### src/rtl/vid_pkg.sv
// Shared encodings, default 1280x1024 raster timing and the colour-bar table
// for the vo_clk stream generator.
package vid_pkg;

    typedef enum logic [1:0] {
        PAT_SOLID   = 2'd0,
        PAT_BARS    = 2'd1,
        PAT_CHECKER = 2'd2,
        PAT_RAMP    = 2'd3
    } pattern_e;

    typedef enum logic {
        ST_IDLE = 1'b0,
        ST_RUN  = 1'b1
    } gen_state_e;

    localparam int DEF_H_ACTIVE = 1280;
    localparam int DEF_H_BLANK  = 408;
    localparam int DEF_V_ACTIVE = 1024;
    localparam int DEF_V_BLANK  = 42;

    // Left-to-right bar order: white, yellow, cyan, green, magenta, red, blue, black.
    function automatic logic [23:0] bar_color(input logic [2:0] idx);
        case (idx)
            3'd0:    return 24'hFFFFFF;
            3'd1:    return 24'hFFFF00;
            3'd2:    return 24'h00FFFF;
            3'd3:    return 24'h00FF00;
            3'd4:    return 24'hFF00FF;
            3'd5:    return 24'hFF0000;
            3'd6:    return 24'h0000FF;
            default: return 24'h000000;
        endcase
    endfunction

endpackage

### src/rtl/vid_pattern.sv
// Combinational pixel generator: picks the frame's latched pattern and
// produces the colour for the current raster position.
module vid_pattern
    import vid_pkg::*;
(
    input  pattern_e    pat,
    input  logic [7:0]  h_low,
    input  logic        v_bit4,
    input  logic [2:0]  bar_idx,
    input  logic [23:0] bg_color,
    output logic [23:0] pixel
);

    always_comb begin
        pixel = bg_color;
        case (pat)
            PAT_SOLID:   pixel = bg_color;
            PAT_BARS:    pixel = bar_color(bar_idx);
            // 16x16 squares: bit 4 of each coordinate selects the square parity.
            PAT_CHECKER: pixel = (h_low[4] ^ v_bit4) ? ~bg_color : bg_color;
            PAT_RAMP:    pixel = {h_low, h_low, h_low};
            default:     pixel = bg_color;
        endcase
    end

endmodule

### src/rtl/vid_stream_gen.sv
// Head of the video output pipeline: free-running raster counters, run/idle
// FSM and registered stream framing plus test-pattern pixel.
module vid_stream_gen
    import vid_pkg::*;
#(
    parameter int H_ACTIVE = DEF_H_ACTIVE,
    parameter int H_BLANK  = DEF_H_BLANK,
    parameter int V_ACTIVE = DEF_V_ACTIVE,
    parameter int V_BLANK  = DEF_V_BLANK
) (
    input  logic        vo_clk,
    input  logic        vo_reset_,
    input  logic        enable,
    input  logic [1:0]  pattern_sel,
    input  logic [23:0] bg_color,
    output logic        out_vsync,
    output logic        out_req,
    output logic        out_eol,
    output logic        out_eof,
    output logic [23:0] out_pixel,
    output gen_state_e  dbg_state
);

    localparam int H_TOTAL = H_ACTIVE + H_BLANK;
    localparam int V_TOTAL = V_ACTIVE + V_BLANK;
    localparam int BAR_W   = H_ACTIVE / 8;

    localparam logic [11:0] H_LAST     = 12'(H_TOTAL - 1);
    localparam logic [11:0] H_ACT      = 12'(H_ACTIVE);
    localparam logic [11:0] H_ACT_LAST = 12'(H_ACTIVE - 1);
    localparam logic [11:0] BAR_LAST   = 12'(BAR_W - 1);
    localparam logic [10:0] V_LAST     = 11'(V_TOTAL - 1);
    localparam logic [10:0] V_ACT      = 11'(V_ACTIVE);
    localparam logic [10:0] V_ACT_LAST = 11'(V_ACTIVE - 1);

    gen_state_e  state;
    logic [11:0] h_pos;
    logic [10:0] v_pos;
    logic [2:0]  bar_idx;
    logic [11:0] bar_cnt;
    pattern_e    pat_q;
    logic [23:0] pat_pixel;

    logic h_wrap, frame_wrap, req_d, eol_d, eof_d, vsync_d;

    // out_req is a valid-only strobe: one pixel per asserted cycle, no ready
    // input, so downstream stages must accept every cycle that req is high.
    assign h_wrap     = (h_pos == H_LAST);
    assign frame_wrap = h_wrap && (v_pos == V_LAST);
    assign req_d      = (state == ST_RUN) && (h_pos < H_ACT) && (v_pos < V_ACT);
    assign eol_d      = req_d && (h_pos == H_ACT_LAST);
    assign eof_d      = eol_d && (v_pos == V_ACT_LAST);
    assign vsync_d    = (state == ST_RUN) && (h_pos == 12'd0) && (v_pos == V_LAST);
    assign dbg_state  = state;

    vid_pattern u_pattern (
        .pat      (pat_q),
        .h_low    (h_pos[7:0]),
        .v_bit4   (v_pos[4]),
        .bar_idx  (bar_idx),
        .bg_color (bg_color),
        .pixel    (pat_pixel)
    );

    always_ff @(posedge vo_clk or negedge vo_reset_) begin
        if (!vo_reset_) begin
            state     <= ST_IDLE;
            h_pos     <= '0;
            v_pos     <= '0;
            bar_idx   <= '0;
            bar_cnt   <= '0;
            pat_q     <= PAT_SOLID;
            out_vsync <= 1'b0;
            out_req   <= 1'b0;
            out_eol   <= 1'b0;
            out_eof   <= 1'b0;
            out_pixel <= '0;
        end else begin
            out_vsync <= vsync_d;
            out_req   <= req_d;
            out_eol   <= eol_d;
            out_eof   <= eof_d;
            out_pixel <= req_d ? pat_pixel : 24'd0;
            if (vsync_d) begin
                pat_q <= pattern_e'(pattern_sel);
            end

            case (state)
                ST_IDLE: begin
                    // Start on the pre-frame line so vsync leads the first req.
                    if (enable) begin
                        state   <= ST_RUN;
                        h_pos   <= '0;
                        v_pos   <= V_LAST;
                        bar_idx <= '0;
                        bar_cnt <= '0;
                    end
                end
                ST_RUN: begin
                    if (h_wrap) begin
                        h_pos   <= '0;
                        bar_idx <= '0;
                        bar_cnt <= '0;
                        if (frame_wrap) begin
                            v_pos <= '0;
                            if (!enable) begin
                                state <= ST_IDLE;
                            end
                        end else begin
                            v_pos <= v_pos + 11'd1;
                        end
                    end else begin
                        h_pos <= h_pos + 12'd1;
                        // Bar index tracks h_pos without a divider.
                        if (bar_cnt == BAR_LAST) begin
                            bar_cnt <= '0;
                            bar_idx <= bar_idx + 3'd1;
                        end else begin
                            bar_cnt <= bar_cnt + 12'd1;
                        end
                    end
                end
                default: state <= ST_IDLE;
            endcase
        end
    end

endmodule

### config.mk
export PLATFORM = sky130hd
export DESIGN_NAME = vid_stream_gen
export DESIGN_NICKNAME = d
export VERILOG_FILES = /design/src/rtl/vid_pkg.sv /design/src/rtl/vid_pattern.sv /design/src/rtl/vid_stream_gen.sv
export SDC_FILE = /design/constraint.sdc
export NUM_CORES = 1
export LEC_CHECK = 0
export ABC_AREA = 1
export BUFFER_PORTS_ARGS = -buffer_cell sky130_fd_sc_hd__buf_2
export CAP_MARGIN = 20
export CORE_AREA = 2 2 89 112
export CTS_BUF_LIST = sky130_fd_sc_hd__clkbuf_8
export DETAILED_ROUTE_END_ITERATION = 16
export DIE_AREA = 0 0 91 114
export GPL_ROUTABILITY_DRIVEN = 0
export PLACE_DENSITY = 0.69
export SYNTH_ARGS = -nofsm -noshare
export SYNTH_HDL_FRONTEND = slang
export SYNTH_HIERARCHICAL = 1
export SYNTH_SLANG_ARGS = --single-unit
### constraint.sdc
create_clock -name vo_clk -period 3.6 [get_ports vo_clk]
set_input_delay 0.54 -clock vo_clk [delete_from_list [all_inputs] [get_ports vo_clk]]
set_output_delay 0.54 -clock vo_clk [all_outputs]
set_load 0.03 [all_outputs]
==> out/results.tsv <==
stage	metric	value	unit
worst_setup_path	crit_arrival	1620	ps
clock_tree	htreeDepth	3	
flow_run	cap_viol_max_count	0	
detailed_routing	vias_per_cell	5.317	
finish	antenna_cells	0	
worst_setup_path	crit_buf_inv	1	
yosys	syn_nets	670	
placement	post-place-cells	798	
grt	grt_max_degree	46	
sta	finalSetupViolCount	0	
clock_tree	cts_resized	0	
detailed_routing	via_count	4328	
yosys	synthMuxAreaShare	0.2216	%
detailed_routing	wl_per_cell	13.37	um
sta	final-hold-violation-count	0	
outcome	outcome	complete, no violations	
worst_setup_path	critPathKind	reg2out	
placement	dp_slack	1600	ps
min_path	hold_path.class	in2async	
clock_tree	ctsHoldBuffers	0	
placement	place_area	4837	sq um
worst_setup_path	cp_max_fo	19	
detailed_routing	drt-pass1-iter-count	5	
finish	instances_no_fill	814	
yosys	ys_ff_latch	69	
grt	grt_pass1_vias	4109	
power	power.density	307.3	nW/um^2
die	io-pin-count	58	
finish	nets	718	
power	irDropWorstVdd	169.5	uV
worst_setup_path	worst_setup_path_end_kind	output pin	
grt	track_usage	21.69	%
yosys	netlist_area	4517	sq um
power	cellLeakagePower	2.477	nW
sta	rsz0062_at_grt	false	
placement	io_buffers	57	
sta	fin_crit_sh	60.14	%
yosys	ys_warn_count	6	
worst_setup_path	slowest_stage	dfrtp_1	
clock_tree	tritoncts	yes	
worst_setup_path	reg2reg_depth	7	
clock_tree	cts_buffer_depth	2	
worst_setup_path	slowest_delay	920	ps
clock_tree	cts_root_buffer	clkbuf_8	
clock_tree	clk_pin_slew_worst_paths	80	ps
yosys	synthSimpleGateAreaFrac	38.50	%
detailed_routing	drt_wl_total	10880	um
detailed_routing	ant_nets	0	
yosys	netlist_instances	635	
yosys	synth_top_family_by_area	simple AND/OR/NAND/NOR gates	
sta	final.setup.tns	0	ps
finish	design_area	5014	sq um
sta	finalClockSkew	13.74	ps
die	num_rows	40	
die	dieArea	10370	sq um
sta	drv_slew	0	
grt	grt_pass1_wl	18300	um
die	die_w	91	um
worst_setup_path	worstPathCellList	buf_2	
sta	tightest_slew	928.3	ps
finish	drive_gt1_share	16.57	%
die	core-area	9409	sq um
finish	area_delta_synth_final	11.00	%
detailed_routing	drt_iter0_markers	213	
yosys	synth_compound_area_share	8.393	%
sta	relSlewSlack	38.11	%
yosys	postSynthAreaPerCell	7.113	sq um
sta	setup_ws	1435	ps
clock_tree	cts_sinks	69	
worst_setup_path	cp_top_family	flip-flops	
yosys	synth_fa_ha_area_share	1.662	%
yosys	ys_types	38	
die	start_util	48.01	%
clock_tree	post_cts_buffers	0	
die	die_h	114	um
worst_setup_path	cp_num_cells	1	
clock_tree	numCtsBuffers	9	
yosys	seq_area_frac_synth	38.23	%
sta	fin_crit	2165	ps
grt	overflow	0	
yosys	synth_xor_area_share	2.909	%
detailed_routing	drcViolationCount	0	
grt	antenna_found_initial	0	
sta	timing.fmax	461.9	MHz
worst_setup_path	worst_setup_path_start_kind	register	
placement	dp.final_hpwl	7880	um
clock_tree	worst_skew_pair.late_latency	370	ps
worst_setup_path	worstPathRequired	3060	ps
logic make-up (layout without fill, tap and decap cells):
logic type,Yosys count,count (layout)
AND/OR/NAND/NOR,377,377
buffers and inverters,106,159
flip-flops,69,69
AO/OA/AOI/OAI,61,61
XOR/XNOR,15,15
adder cells (fa/ha/maj),6,6
multiplexers,1,1
where the power goes:
part	switching, mW	internal, mW	leakage, nW
clock	0.317	0.266	0.0880
sequential	0.0270	0.802	0.888
combinational	0.0781	0.0514	1.50
path summary, 6_finish.rpt:
path                                      endpoint                   start  slack, ps
setup / recovery                         dbg_state     dbg_state$_DFF_PN0_       1440
hold / removal              out_pixel[1]$_DFF_PN0_               vo_reset_        140
setup reg to reg           out_pixel[10]$_DFF_PN0_    h_pos[4]$_DFFE_PN0P_       1510
hold reg to reg             bar_idx[1]$_DFFE_PN0P_  bar_idx[1]$_DFFE_PN0P_        520
max in group asynchronous     v_pos[7]$_DFFE_PN0P_               vo_reset_       2480
min in group vo_clk           pat_q[0]$_DFFE_PN0P_          pattern_sel[0]        370
worst reg2reg max path, stage by stage, from the launching register on:
cell and delay, ps:
dfrtp_1 510, inv_1 210, nand2_1 530, nand3b_1 300, nand3_1 100, a21oi_1 210
inv_1 70, nor2_1 90
through the flow:
stage | total power, mW | hold WS [ps] | utilization (%)
floorplan | 0.9168 | 244.4 | -
finish | 1.541 | 141.6 | 53.28
global route | 1.602 | 200.1 | 53.28
global placement | 0.9687 | 486.3 | 51.41
CTS | 1.551 | 167.4 | 53.28
detailed placement | 0.9743 | 505.9 | 51.41
area by class of cell:
| class | count | area, sq um |
|---|---|---|
| flip-flops and latches | 69 | 1727 |
| clock inverters | 6 | 38.79 |
| well taps | 126 | 157.7 |
| inverters | 84 | 317.8 |
| multi-input cells | 460 | 2335 |
| fillers | 975 | 4395 |
| clock buffers | 10 | 137.6 |
| repair buffers | 59 | 300.3 |
metal layers:
metal  track usage, %  share of wire, %  wire (um)  vias up
li1                 -                 -          -     2122
met1            24.78                41       4412     2020
met2            38.27                50       5431      149
met3            3.038               5.6        614       37
met4            13.43               3.9        426        0
met5                0                 0          0        -
Yosys cell counts, drive strengths merged:
library cell  number  share of area, %
buf               19               2.8
mux2i              1              0.22
o21ai             29               3.3
nor2             131                12
xnor2              2              0.39
ha                 6               1.7
or2                2              0.28
xor2              13               2.5
nor3               5              0.91
dfrtp             69                38
nand4             12               1.7
nand3             79               9.1
nand3b            25               4.2
inv               84               7.0
a21oi             28               4.5
o22ai              3              0.42
o21bai             1              0.17
nor4               1              0.14
clkbuf             3              0.25
nand2            122                11
registers in the layout (all words and copies together), names as in the netlist:
signal and cells:
out_vsync 1, out_pixel 24, out_eol 1, out_req 1
pat_q 2, h_pos 12, dbg_state 1, out_eof 1
v_pos 11, bar_cnt 12, bar_idx 3
cell usage in the layout, fill, tap and decap left out, drive strengths merged:
master,instances
o21bai,1
mux2i,1
clkinvlp,2
nor2,131
xnor2,2
or2,2
ha,6
clkinv,4
nand3,79
clkbuf,10
nand4,12
dfrtp,69
nor3,5
inv,84
buf,59
xor2,13
o22ai,3
nor4,1
a21oi,28
nand2,122
nand3b,25
o21ai,29
(Power assumes the default switching activity.)
